$ cat src/rtl/snake_pkg.sv
// Shared types and helpers for the Snake game controller.
//   dir_t    : snake heading (UP, DOWN, LEFT, RIGHT), 2 bits
//   state_t  : controller FSM state (IDLE, RUN, OVER)
//   LEN_W    : width of the snake length counter
//   opposite : returns the heading that would reverse the snake onto itself
package snake_pkg;

  localparam int LEN_W = 6;

  typedef enum logic [1:0] {
    UP    = 2'd0,
    DOWN  = 2'd1,
    LEFT  = 2'd2,
    RIGHT = 2'd3
  } dir_t;

  typedef enum logic [1:0] {
    IDLE = 2'd0,
    RUN  = 2'd1,
    OVER = 2'd2
  } state_t;

  function automatic dir_t opposite(input dir_t d);
    dir_t o;
    case (d)
      UP:      o = DOWN;
      DOWN:    o = UP;
      LEFT:    o = RIGHT;
      default: o = LEFT;
    endcase
    return o;
  endfunction

endpackage

$ cat src/rtl/snake_tick_gen.sv
// Move-step divider for the Snake controller.
// Counts clock cycles while enabled and flags the last cycle of each
// TICK_DIV-cycle period; that cycle is the one in which a step is evaluated.
//   clk   : system clock
//   rst_n : asynchronous active-low reset
//   en    : count enable (game running)
//   clr   : synchronous clear (game (re)start), wins over en
//   step  : high during the final cycle of each period
module snake_tick_gen #(
  parameter int TICK_DIV = 8
) (
  input  logic clk,
  input  logic rst_n,
  input  logic en,
  input  logic clr,
  output logic step
);

  localparam int TW = (TICK_DIV > 1) ? $clog2(TICK_DIV) : 1;
  localparam logic [TW-1:0] LAST = TW'(TICK_DIV - 1);

  logic [TW-1:0] tick;

  always_ff @(posedge clk or negedge rst_n) begin
    if (!rst_n) begin
      tick <= '0;
    end else if (clr) begin
      tick <= '0;
    end else if (en) begin
      if (tick == LAST) tick <= '0;
      else              tick <= tick + 1'b1;
    end
  end

  assign step = en && !clr && (tick == LAST);

endmodule

$ cat src/rtl/snake_game_ctrl.sv
// Central sequencer for the Snake game matrix.
// Produces the periodic move step, holds heading and head position, detects
// wall / self / food events and keeps the snake length.
//   clk, rst_n          : clock, asynchronous active-low reset
//   start               : pulse, begin or restart a game (ignored while running)
//   btn_l/r/u/d         : single-cycle direction requests
//   food_row, food_col  : current food cell
//   body_hit            : matrix says cell (next_row,next_col) is lit (same cycle)
//   head_row, head_col  : current head cell
//   next_row, next_col  : candidate head cell one move along the pending heading
//   dir                 : committed heading
//   tracking            : one-cycle pulse after each successful move
//   hit_score           : one-cycle pulse with tracking when food was eaten
//   gameover            : level, high while in OVER
//   snake_length        : current length, saturating at MAX_LEN
//   fsm_state           : controller state, for observation
//
// Handshake note: there is no valid/ready flow here; every input request is
// a single-cycle pulse sampled on the rising edge, and tracking/hit_score are
// single-cycle pulses that consumers must sample in that one cycle.
module snake_game_ctrl
  import snake_pkg::*;
#(
  parameter int ROWS     = 8,
  parameter int COLS     = 8,
  parameter int TICK_DIV = 8,
  parameter int INIT_LEN = 2,
  parameter int MAX_LEN  = 63
) (
  input  logic                    clk,
  input  logic                    rst_n,
  input  logic                    start,
  input  logic                    btn_l,
  input  logic                    btn_r,
  input  logic                    btn_u,
  input  logic                    btn_d,
  input  logic [$clog2(ROWS)-1:0] food_row,
  input  logic [$clog2(COLS)-1:0] food_col,
  input  logic                    body_hit,
  output logic [$clog2(ROWS)-1:0] head_row,
  output logic [$clog2(COLS)-1:0] head_col,
  output logic [$clog2(ROWS)-1:0] next_row,
  output logic [$clog2(COLS)-1:0] next_col,
  output dir_t                    dir,
  output logic                    tracking,
  output logic                    hit_score,
  output logic                    gameover,
  output logic [LEN_W-1:0]        snake_length,
  output state_t                  fsm_state
);

  localparam int RW = $clog2(ROWS);
  localparam int CW = $clog2(COLS);
  localparam logic [RW-1:0]    ROW_MAX  = RW'(ROWS - 1);
  localparam logic [CW-1:0]    COL_MAX  = CW'(COLS - 1);
  localparam logic [RW-1:0]    ROW_MID  = RW'(ROWS / 2);
  localparam logic [CW-1:0]    COL_MID  = CW'(COLS / 2);
  localparam logic [LEN_W-1:0] LEN_INIT = LEN_W'(INIT_LEN);
  localparam logic [LEN_W-1:0] LEN_MAX  = LEN_W'(MAX_LEN);

  state_t            state, state_n;
  dir_t              pending, pending_n, dir_n;
  logic [RW-1:0]     head_row_n;
  logic [CW-1:0]     head_col_n;
  logic [LEN_W-1:0]  len_n;
  logic              tracking_n, hit_score_n;

  logic              launch;
  logic              step;
  logic              wall;
  logic              food_hit;
  logic              req_valid;
  dir_t              req;
  dir_t              ref_dir;

  // A start pulse only (re)launches from IDLE or OVER.
  assign launch = start && (state != RUN);

  snake_tick_gen #(
    .TICK_DIV (TICK_DIV)
  ) u_tick (
    .clk   (clk),
    .rst_n (rst_n),
    .en    (state == RUN),
    .clr   (launch),
    .step  (step)
  );

  // Simultaneous requests resolve U > D > L > R.
  always_comb begin
    req_valid = btn_u | btn_d | btn_l | btn_r;
    if (btn_u)      req = UP;
    else if (btn_d) req = DOWN;
    else if (btn_l) req = LEFT;
    else            req = RIGHT;
  end

  // Candidate head and wall detection along the pending heading.
  always_comb begin
    next_row = head_row;
    next_col = head_col;
    wall     = 1'b0;
    case (pending)
      UP: begin
        next_row = head_row - 1'b1;
        wall     = (head_row == '0);
      end
      DOWN: begin
        next_row = head_row + 1'b1;
        wall     = (head_row == ROW_MAX);
      end
      LEFT: begin
        next_col = head_col - 1'b1;
        wall     = (head_col == '0);
      end
      default: begin
        next_col = head_col + 1'b1;
        wall     = (head_col == COL_MAX);
      end
    endcase
  end

  assign food_hit = (next_row == food_row) && (next_col == food_col);

  // Reversal is judged against the committed heading. On a step cycle the
  // pending heading is the one being committed, so a request arriving in
  // that same cycle is judged against it instead.
  assign ref_dir = step ? pending : dir;

  always_comb begin
    state_n     = state;
    dir_n       = dir;
    pending_n   = pending;
    head_row_n  = head_row;
    head_col_n  = head_col;
    len_n       = snake_length;
    tracking_n  = 1'b0;
    hit_score_n = 1'b0;

    case (state)
      IDLE, OVER: begin
        if (start) begin
          state_n    = RUN;
          dir_n      = RIGHT;
          pending_n  = RIGHT;
          head_row_n = ROW_MID;
          head_col_n = COL_MID;
          len_n      = LEN_INIT;
        end
      end

      RUN: begin
        if (req_valid && (req != opposite(ref_dir)) && (req != ref_dir)) begin
          pending_n = req;
        end
        if (step) begin
          if (wall || body_hit) begin
            // Fatal step: freeze head and length, no move pulse.
            state_n = OVER;
          end else begin
            dir_n      = pending;
            head_row_n = next_row;
            head_col_n = next_col;
            tracking_n = 1'b1;
            if (food_hit) begin
              hit_score_n = 1'b1;
              len_n       = (snake_length >= LEN_MAX) ? LEN_MAX
                                                      : snake_length + 1'b1;
            end
          end
        end
      end

      default: state_n = IDLE;
    endcase
  end

  always_ff @(posedge clk or negedge rst_n) begin
    if (!rst_n) begin
      state        <= IDLE;
      dir          <= RIGHT;
      pending      <= RIGHT;
      head_row     <= '0;
      head_col     <= '0;
      snake_length <= '0;
      tracking     <= 1'b0;
      hit_score    <= 1'b0;
    end else begin
      state        <= state_n;
      dir          <= dir_n;
      pending      <= pending_n;
      head_row     <= head_row_n;
      head_col     <= head_col_n;
      snake_length <= len_n;
      tracking     <= tracking_n;
      hit_score    <= hit_score_n;
    end
  end

  assign gameover  = (state == OVER);
  assign fsm_state = state;

endmodule

$ cat config.mk
export PLATFORM = sky130hd
export DESIGN_NAME = snake_game_ctrl
export DESIGN_NICKNAME = d
export VERILOG_FILES = /design/src/rtl/snake_pkg.sv /design/src/rtl/snake_tick_gen.sv /design/src/rtl/snake_game_ctrl.sv
export SDC_FILE = /design/constraint.sdc
export NUM_CORES = 1
export LEC_CHECK = 0
export ABC_AREA = 1
export CORE_ASPECT_RATIO = 1.25
export CORE_MARGIN = 4
export CORE_UTILIZATION = 54
export DETAILED_ROUTE_END_ITERATION = 12
export MAX_ROUTING_LAYER = met4
export PLACE_DENSITY_LB_ADDON = 0.1
export SYNTH_ARGS = -nofsm -noshare
export SYNTH_HDL_FRONTEND = slang
export SYNTH_SLANG_ARGS = --single-unit
$ cat constraint.sdc
create_clock -name clk -period 6.4 [get_ports clk]
set_clock_uncertainty 0.05 [all_clocks]
set_input_delay 0.64 -clock clk [delete_from_list [all_inputs] [get_ports clk]]
set_output_delay 0.64 -clock clk [all_outputs]
set_load 0.05 [all_outputs]
# --- Word level (Yosys, flattened, before mapping) ---
# Index checks and enable logic that the tools add are counted.
totals:
  regBits: 23
  out_inout_bits: 25
  elab_cells: 102
op_classes:
  add_sub_neg: 6
  n_lt_le_gt_ge: 1
  eq_ne: 20
  mux: 42
  n_bitwise: 3
  reduce_logical: 21
op_table:
  columns: ["cell", "n"]
  rows:
  - ["$mux W6", 5]
  - ["$mux W3", 8]
  - ["$pmux W3 S2", 4]
  - ["$mux W2", 11]
  - ["$ne A2 B2 Y1 const B", 6]
  - ["$pmux W2 S2", 3]
  - ["$pmux W6 S2", 1]
  - ["$add A3 B1 Y3 const B", 3]
  - ["$eq A3 B3 Y1 const B", 3]
  - ["$mux W1", 8]
  - ["$add A6 B1 Y6 const B", 1]
  - ["$eq A2 B1 Y1 const B", 3]
  - ["$eq A2 B2 Y1 const B", 3]
  - ["$eq A3 B3 Y1", 2]
  - ["$ge A6 B6 Y1 const B", 1]
  - ["$logic_and A1 B1 Y1", 6]
  - ["$logic_not A2 Y1", 3]
  - ["$logic_not A3 Y1", 2]
  - ["$pmux W2 S3", 1]
  - ["$reduce_and A3 Y1", 2]
  - ["$sub A3 B1 Y3 const B", 2]
  - ["$reduce_and A5 Y1", 1]
  - ["$ne A2 B2 Y1", 2]
  - ["$reduce_and A4 Y1", 1]
  - ["7 further kinds", 11]

# --- Logic depth before layout (Yosys ltp) ---
# Gate-level depths: netlist (run 1).
logic_depth:
  word_depth: 14
  mapped_depth: 16

# --- Modules after synthesis ---
# From an unflattened synthesis (run 1), not the netlist that was laid out.
hier_totals:
  cells_unflattened: 235
  area_unflattened_um2: 1611.5
modules_own_cells:
  columns: ["module", "instances", "cells_each", "area_each_um2", "seq_area_each_um2"]
  rows:
  - ["snake_game_ctrl", 1, 215, 1448.9, 505.5]
  - ["snake_tick_gen", 1, 20, 162.7, 75.1]

# --- Worst setup path before layout (run 1) ---
# OpenSTA, ideal clock, no wires.
synth_timing:
  kind: "reg-to-output"
  startpoint: "register head_row[0]"
  endpoint: "output port next_row[2]"
  t_arrival_ns: 1.821
  slack_ns: 3.889
  stages_incl_launch_ff: 8
  n_path_buf: 0
  path_cell_list: "dfrtp_1 inv_1 fa_1 inv_1 nand2_2 nand3_1 nand2_1 nand2_2"
synth_via:
  elab_chain_cells: 2
  word_cells_on_any_way: 3
  classes_between: "2 x add/sub; 1 x mux"
synth_rtl:
  columns: ["element", "line_no", "rtl"]
  rows:
  - ["from (decl)", "snake_game_ctrl.sv:40", "output logic [$clog2(ROWS)-1:0] head_row,"]
  - ["from (signal assigned)", "snake_game_ctrl.sv:192", "head_row <= head_row_n;"]
  - ["$add A3 B1 Y3 or $sub A3 B1 Y3 (tied branches)", "snake_game_ctrl.sv:109, snake_game_ctrl.sv:105", null]
  - ["$pmux W3 S2 (*)", "snake_game_ctrl.sv:103", "case (pending)"]
  - ["to (decl)", "snake_game_ctrl.sv:42", "output logic [$clog2(ROWS)-1:0] next_row,"]
# Every way passes the cells marked *; elsewhere a longest branch is shown, timed or not.

# --- Worst setup path after layout (run 1) ---
layout_timing:
  startpoint: "register pending[1]"
  endpoint: "output port next_row[2]"
layout_via:
  elab_chain_cells: 2
  word_cells_on_any_way: 3
  classes_between: "1 x eq/ne; 1 x mux; 1 x reduce/logical"
layout_rtl:
  columns: ["element", "line_no", "rtl"]
  rows:
  - ["from (decl)", "snake_game_ctrl.sv:62", "dir_t pending, pending_n, dir_n;"]
  - ["from (signal assigned)", "snake_game_ctrl.sv:191", "pending <= pending_n;"]
  - ["$eq A2 B1 Y1 or $logic_not A2 Y1 (tied branches)", "snake_game_ctrl.sv:103", null]
  - ["$pmux W3 S2 (*)", "snake_game_ctrl.sv:103", null]
# Marked as above.

==> metrics.csv, run 1 <==
stage,metric,value,unit
outcome,status,completed,
yosys,netlist_area,1674,um2
cts,cts_tree,built,
drt,routed-wl-met3,180,um
worst_hold_path,min_path_cells,2,
floorplan,dieArea,4060,um2
yosys,ys_ff_latch,23,
cts,cts_resized,0,
setup_path,cp.depth,8,
drt,top_layer_used,met4,
setup_path,crit_top_cell,nand2_2,
setup_path,arrival,2710,ps
yosys,synthFlopType,dfrtp_1,
setup_path,worstPathRequired,5710,ps
global_routing,grt_pass1_vias,1461,
global_routing,grt_max_degree,24,
setup_path,cpLargestDelayFamily,buffers and inverters,
cts,path_clk_slew,130,ps
cells_and_area,drive_above_1_share,14.71,%
setup_path,endpoint_kind,output port,
cells_and_area,diodes,0,
power,finalPower,1.187,mW
drt,drc,0,
timing,slew_violations,0,
drt,drt-initial-drc-count,83,
drt,met2_length,1768,um
setup_path,start_kind,flop,
cells_and_area,multiInputGateArea,918.4,um2
setup_path,path_cells,"nor2_1, fa_1, inv_1, nand2_2, nand3_1, nand2_1, nand2_2, clkdlybuf4s50_1",
drt,antenna_left,0,
setup_path,cp_max_fo,13,
floorplan,io_pins,39,
cells_and_area,fin_nets,292,
timing,timing.final.crit_share,53.09,%
timing,setup_tns,0,ps
drt,wire_per_inst,11.70,um
power,p_leak,1.047,nW
global_routing,grt.overflow.total,0,
cells_and_area,synthToLayoutAreaGrowth,25.11,%
yosys,yosys.cell_types.count,30,
yosys,synth_warnings,0,
yosys,syn_nets,253,
power,ir_drop,0.4357,mV
power,powerDensity,566.7,nW/um2
floorplan,die_w,57.80,um
setup_path,reg2regPathDepth,14,
global_routing,grt_usage,20.12,%
power,pwr-share-comb,70.9,%
drt,firstDrtPassIters,4,
job,drv_cap,0,
power,switching_share,57.13,%
cts,clock_path_buffers,2,
global_routing,grt_pass1_wl,6361,um
cts,hold_buffers,0,
placement,hpwlAfterDp,2820,um
drt,vias,1575,
cts,numClockSinks,23,
power,p_seq_share,23.2,%
yosys,syn_area_per_cell,7.154,um2
power,clkPwrFrac,5.9,%
timing,relSlewSlack,30.05,%
timing,tightest_slew,1046,ps
yosys,syn_inst,234,
placement,port_buffers,38,
setup_path,slowest_delay,820,ps
global_routing,antenna_found_initial,0,
cts,cts_max_level,1,
power,internal-power,0.5088,mW
timing,hold_violations,0,
floorplan,rows,22,
drt,met1_length,1573,um
cts,insertion_delay,320,ps
worst_hold_path,hp-class,flop to flop,
drt,routed_wirelength,3603,um
cts,cts_buffers,3,
cts,post_cts_buffers,0,
cts,root_buffer,clkbuf_4,
power,switchingPower,0.6782,mW
placement,gp_congestion,0.8627,
floorplan,core_area,2945,um2
timing,finalSetupViolations,0,
floorplan,start_util,56.84,%
setup_path,cp_slowest_cell,clkdlybuf4s50_1,
timing,fmax,294.3,MHz
drt,vias_per_cell,5.114,
setup_path,path_buf_inv,2,
floorplan,die_h,70.25,um
setup_path,path_class,flop to output port,
yosys,ys_seq_area_share,34.68,%
yosys,synth_edf_count,0,
cells_and_area,fillers,263,
cells_and_area,seqCellArea,580.6,um2
timing,fin_crit,3398,ps
timing,rsz0062_at_grt,false,
yosys,async_flop_share,100.0,%
worst paths after layout:
path	from	to	slack [ps]
max	pending[1]$_DFFE_PN1P_	next_row[2]	3000
min	dir[1]$_DFFE_PN1P_	dir[1]$_DFFE_PN1P_	470
max reg2reg	pending[1]$_DFFE_PN1P_	snake_length[5]$_DFFE_PN0P_	4040
min reg2reg	dir[1]$_DFFE_PN1P_	dir[1]$_DFFE_PN1P_	470
max in group asynchronous	rst_n	snake_length[1]$_DFFE_PN0P_	4850
min in group asynchronous	rst_n	u_tick.tick[0]$_DFFE_PN0P_	820
power groups by stage:
stage	registers (mW)	clock network (mW)	logic (mW)
global route	0.287	0.0768	0.929
CTS	0.276	0.0716	0.849
global placement	0.278	0	0.838
detailed placement	0.278	0	0.846
finish	0.275	0.0704	0.841
floorplan	0.386	0	0.522
kinds of logic (layout without fill, tap and decap cells):
group	Yosys count	count (layout)	share of synthesized area [%]
AO/OA/AOI/OAI	25	25	8.446
buffers and inverters	41	79	10.46
flip-flops	23	23	34.68
AND/OR/NAND/NOR	140	140	41.78
adder cells (fa/ha/maj)	5	5	4.634
flip-flops by register name (all words and copies together), names as in the netlist:
name / count
pending: 2
dir: 2
head_row: 3
tracking: 1
head_col: 3
u_tick.tick: 3
hit_score: 1
fsm_state: 2
snake_length: 6
layout make-up:
cell class	instances	area share [%]
multi-input combinational	170	43.85
inverter	37	6.870
clock buffer	4	1.254
timing repair buffer	38	18.16
tap	36	2.151
sequential	23	27.72
cells in the final DEF (no fill, tap or decap), types with 5 or more instances in the layout:
cell / n
dfrtp_1: 19
nand2_2: 14
o21ai_0: 6
nand3_1: 27
clkdlybuf4s50_1: 38
nand2_1: 59
inv_1: 34
nand2_4: 5
a21oi_1: 10
nor2_1: 20
synthesized netlist by cell type, types with 2 or more instances:
library cell | instances | area share, %
a21oi_1 | 10 | 3.0
a22o_1 | 2 | 1.0
buf_6 | 2 | 1.3
dfrtp_1 | 19 | 28
dfstp_2 | 4 | 6.3
fa_1 | 2 | 2.4
ha_1 | 3 | 2.2
inv_1 | 34 | 7.6
inv_2 | 2 | 0.45
nand2_1 | 59 | 13
nand2_2 | 14 | 5.2
nand2_4 | 5 | 3.4
nand3_1 | 27 | 8.1
nand4_1 | 3 | 1.1
nor2_1 | 20 | 4.5
nor2_2 | 4 | 1.5
nor2_4 | 3 | 2.0
o21ai_0 | 6 | 1.8
o21ai_1 | 3 | 0.90
or2_2 | 2 | 0.75
layer usage:
| layer | up-vias | global-route usage (%) |
|---|---|---|
| met1 | 707 | 24.88 |
| met5 | - | - |
| met4 | 0 | 6.701 |
| li1 | 818 | - |
| met3 | 9 | 2.957 |
| met2 | 41 | 33.17 |
per-stage QoR:
stage	setup slack [ps]	cells	hold slack, ps	area, um2	util (%)
after global placement	3398	304	452.2	2068	70.22
after detailed placement	3366	304	446.7	2068	70.22
final	3002	308	471.8	2095	71.11
after global routing	2837	308	513.2	2095	71.11
after CTS	2992	308	472.5	2095	71.11
after floorplan	3889	234	294.4	1674	-
tightest hold or removal path: cells and delay by family, from the launching register on:
family / cells / cell delay (ps)
simple gates: 1 / 90
flops: 1 / 400
compound gates: 1 / 50
Power figures use the tool's default switching activity.
==> run 2: changes to the inputs <==
--- a/config.mk
+++ b/config.mk
@@ -8,7 +8,7 @@
 export ABC_AREA = 1
 export CORE_ASPECT_RATIO = 1.25
 export CORE_MARGIN = 4
-export CORE_UTILIZATION = 54
+export CORE_UTILIZATION = 45
 export DETAILED_ROUTE_END_ITERATION = 12
 export MAX_ROUTING_LAYER = met4
 export PLACE_DENSITY_LB_ADDON = 0.1
==> constraint.sdc (replaced) <==
create_clock -name clk -period 2.89 [get_ports clk]
set_clock_uncertainty 0.05 [all_clocks]
set_input_delay 0.289 -clock clk [delete_from_list [all_inputs] [get_ports clk]]
set_output_delay 0.289 -clock clk [all_outputs]
set_load 0.05 [all_outputs]
==> run 2 against run 1 <==
Worst setup slack got worse by 2600 ps. Core utilization shrank 11 points. Non-clock buffer count is 1 higher. Critical path depth down 3. First-iteration DRC count decreased by 14%. Cell count up 1.3%. Clock power increased to 2.8 times the previous value. Register-to-register slack got worse by 3500 ps. Cell area is 0.96% higher. Highest routed layer unchanged.
==> metrics.csv, run 2 (synthesis results as in run 1) <==
stage,metric,value,unit,change
cells_and_area,fin_nets,293,,+0.34%
timing,tightest_slew,502.6,ps,-543.4 ps
cells_and_area,largest_reg_flops,6,,unchanged
timing,hold_violations,0,,unchanged
placement,gp_congestion,0.8276,,-4.1%
power,powerDensity,1262,nW/um2,+120%
drt,vias,1540,,-2.2%
global_routing,grt_pass1_wl,6534,um,+2.7%
placement,dp_cells,308,,+1.3%
cells_and_area,layout_commonest_cell,nand2_1,,
setup_path,arrival,2170,ps,-540 ps
global_routing,grt_usage,17.02,%,-3.1 points
timing,finalSetupViolations,0,,unchanged
drt,wire_per_inst,12.04,um,+2.9%
drt,antenna_left,0,,unchanged
drt,firstDrtPassIters,4,,unchanged
placement,hpwlAfterDp,3023,um,+7.2%
drt,drt-initial-drc-count,71,,-14%
floorplan,dieArea,4766,um2,+17%
global_routing,antenna_found_initial,0,,unchanged
timing,setup_tns,0,ps,unchanged
cts,path_clk_slew,80,ps,-50 ps
cells_and_area,drive_above_1_share,16.48,%,+1.8 points
cts,hold_buffers,0,,unchanged
cts,post_cts_buffers,0,,unchanged
setup_path,cp_max_fo,13,,unchanged
drt,drc,0,,unchanged
drt,vias_per_cell,4.936,,-3.5%
timing,relSlewSlack,66.39,%,+36 points
job,drv_cap,0,,unchanged
floorplan,start_util,47.25,%,-9.6 points
floorplan,core_area,3543,um2,+20%
power,p_leak,1.064,nW,+1.5%
cts,cts_buffers,3,,unchanged
setup_path,start_kind,flop,,
cts,insertion_delay,260,ps,-60 ps
floorplan,rows,24,,+9.1%
timing,fmax,397.8,MHz,
timing,rsz0062_at_grt,false,,
cts,root_buffer,clkbuf_8,,
cells_and_area,diodes,0,,unchanged
cts,clock_path_buffers,2,,unchanged
floorplan,die_w,62.56,um,+8.2%
floorplan,io_pins,39,,unchanged
cells_and_area,synthToLayoutAreaGrowth,26.31,%,
outcome,status,completed,,
worst_hold_path,hp-class,input pin to asynchronous set/reset pin,,
placement,port_buffers,38,,unchanged
global_routing,grt_pass1_vias,1518,,+3.9%
setup_path,worstPathRequired,2550,ps,-3160 ps
global_routing,grt_max_degree,24,,unchanged
setup_path,endpoint_kind,output port,,
timing,fin_crit,2514,ps,
floorplan,die_h,76.20,um,+8.5%
global_routing,grt.overflow.total,0,,unchanged
cells_and_area,fin_cells,312,,+1.3%
power,finalPower,2.668,mW,+120%
timing,slew_violations,0,,unchanged
cts,cts_max_level,1,,unchanged
cells_and_area,postLayoutCoreUtil,59.68,%,-11 points
power,ir_drop,0.6275,mV,+44%
cells_and_area,final_cell_mix,"nand2_1 (59), inv_1 (34), clkdlybuf4s50_1 (34)",,
drt,routed_wirelength,3757,um,+4.3%
cts,cts_tree,built,,
setup_path,path_class,flop to output port,,
cts,cts_resized,0,,unchanged
timing,timing.final.crit_share,86.99,%,
cells_and_area,regMostFlops,snake_length,,
cts,numClockSinks,23,,unchanged
==> run 2: changes by cell type in the layout (fill, tap and decap cells not counted) <==
| cell | delta |
|---|---|
| buf_4 | +5 |
| clkbuf_4 | -3 |
| clkbuf_8 | +3 |
| clkdlybuf4s50_1 | -4 |
==> run 2: layout make-up <==
cell class | instances | area [um2]
fillers | 359 | 1429
repair buffers | 39 | 377.9
multi-input cells | 170 | 918.4
clock buffers | 4 | 45.04
flip-flops and latches | 23 | 580.6
inverters | 37 | 143.9
well taps | 39 | 48.80
==> run 2: final timing paths <==
check	startpoint	to	slack, ps	depth (start not counted)
worst max-delay path	pending[1]$_DFFE_PN1P_	next_col[0]	380	5
min in group clk	u_tick.tick[2]$_DFFE_PN0P_	u_tick.tick[2]$_DFFE_PN0P_	460	1
worst min register to register	u_tick.tick[2]$_DFFE_PN0P_	u_tick.tick[2]$_DFFE_PN0P_	460	1
worst max register to register	pending[1]$_DFFE_PN1P_	snake_length[0]$_DFFE_PN0P_	550	13
max in group asynchronous	rst_n	dir[1]$_DFFE_PN1P_	2180	2
worst min-delay path	rst_n	u_tick.tick[0]$_DFFE_PN0P_	320	2
==> run 2: power by group <==
group          internal, mW  switching (mW)
clock                0.0984           0.101
combinational         0.596            1.26
sequential            0.460           0.155
total                  1.15            1.51
==> run 2: metal layers <==
layer	wire length (um)	global-route usage, %	up-vias
met5	0	-	-
li1	-	-	818
met1	1692	19.06	690
met3	111	2.212	5
met2	1901	31.06	27
met4	51	5.298	0
==> run 2: worst max-delay path: stages, from the launching register on <==
cell	delay (ps)
dfstp_2	710
inv_2	180
nand2_4	110
nand2_4	60
inv_1	50
clkdlybuf4s50_1	790
==> run 2: metrics by stage <==
step	hold WS (ps)	setup slack (ps)	instance area, um2
floorplan	-56.59	415.5	1674
global placement	446.9	595.7	2069
detailed placement	444.6	551.8	2069
CTS	326.7	363.8	2115
global route	348.8	249.4	2115
finish	321.6	376.0	2115
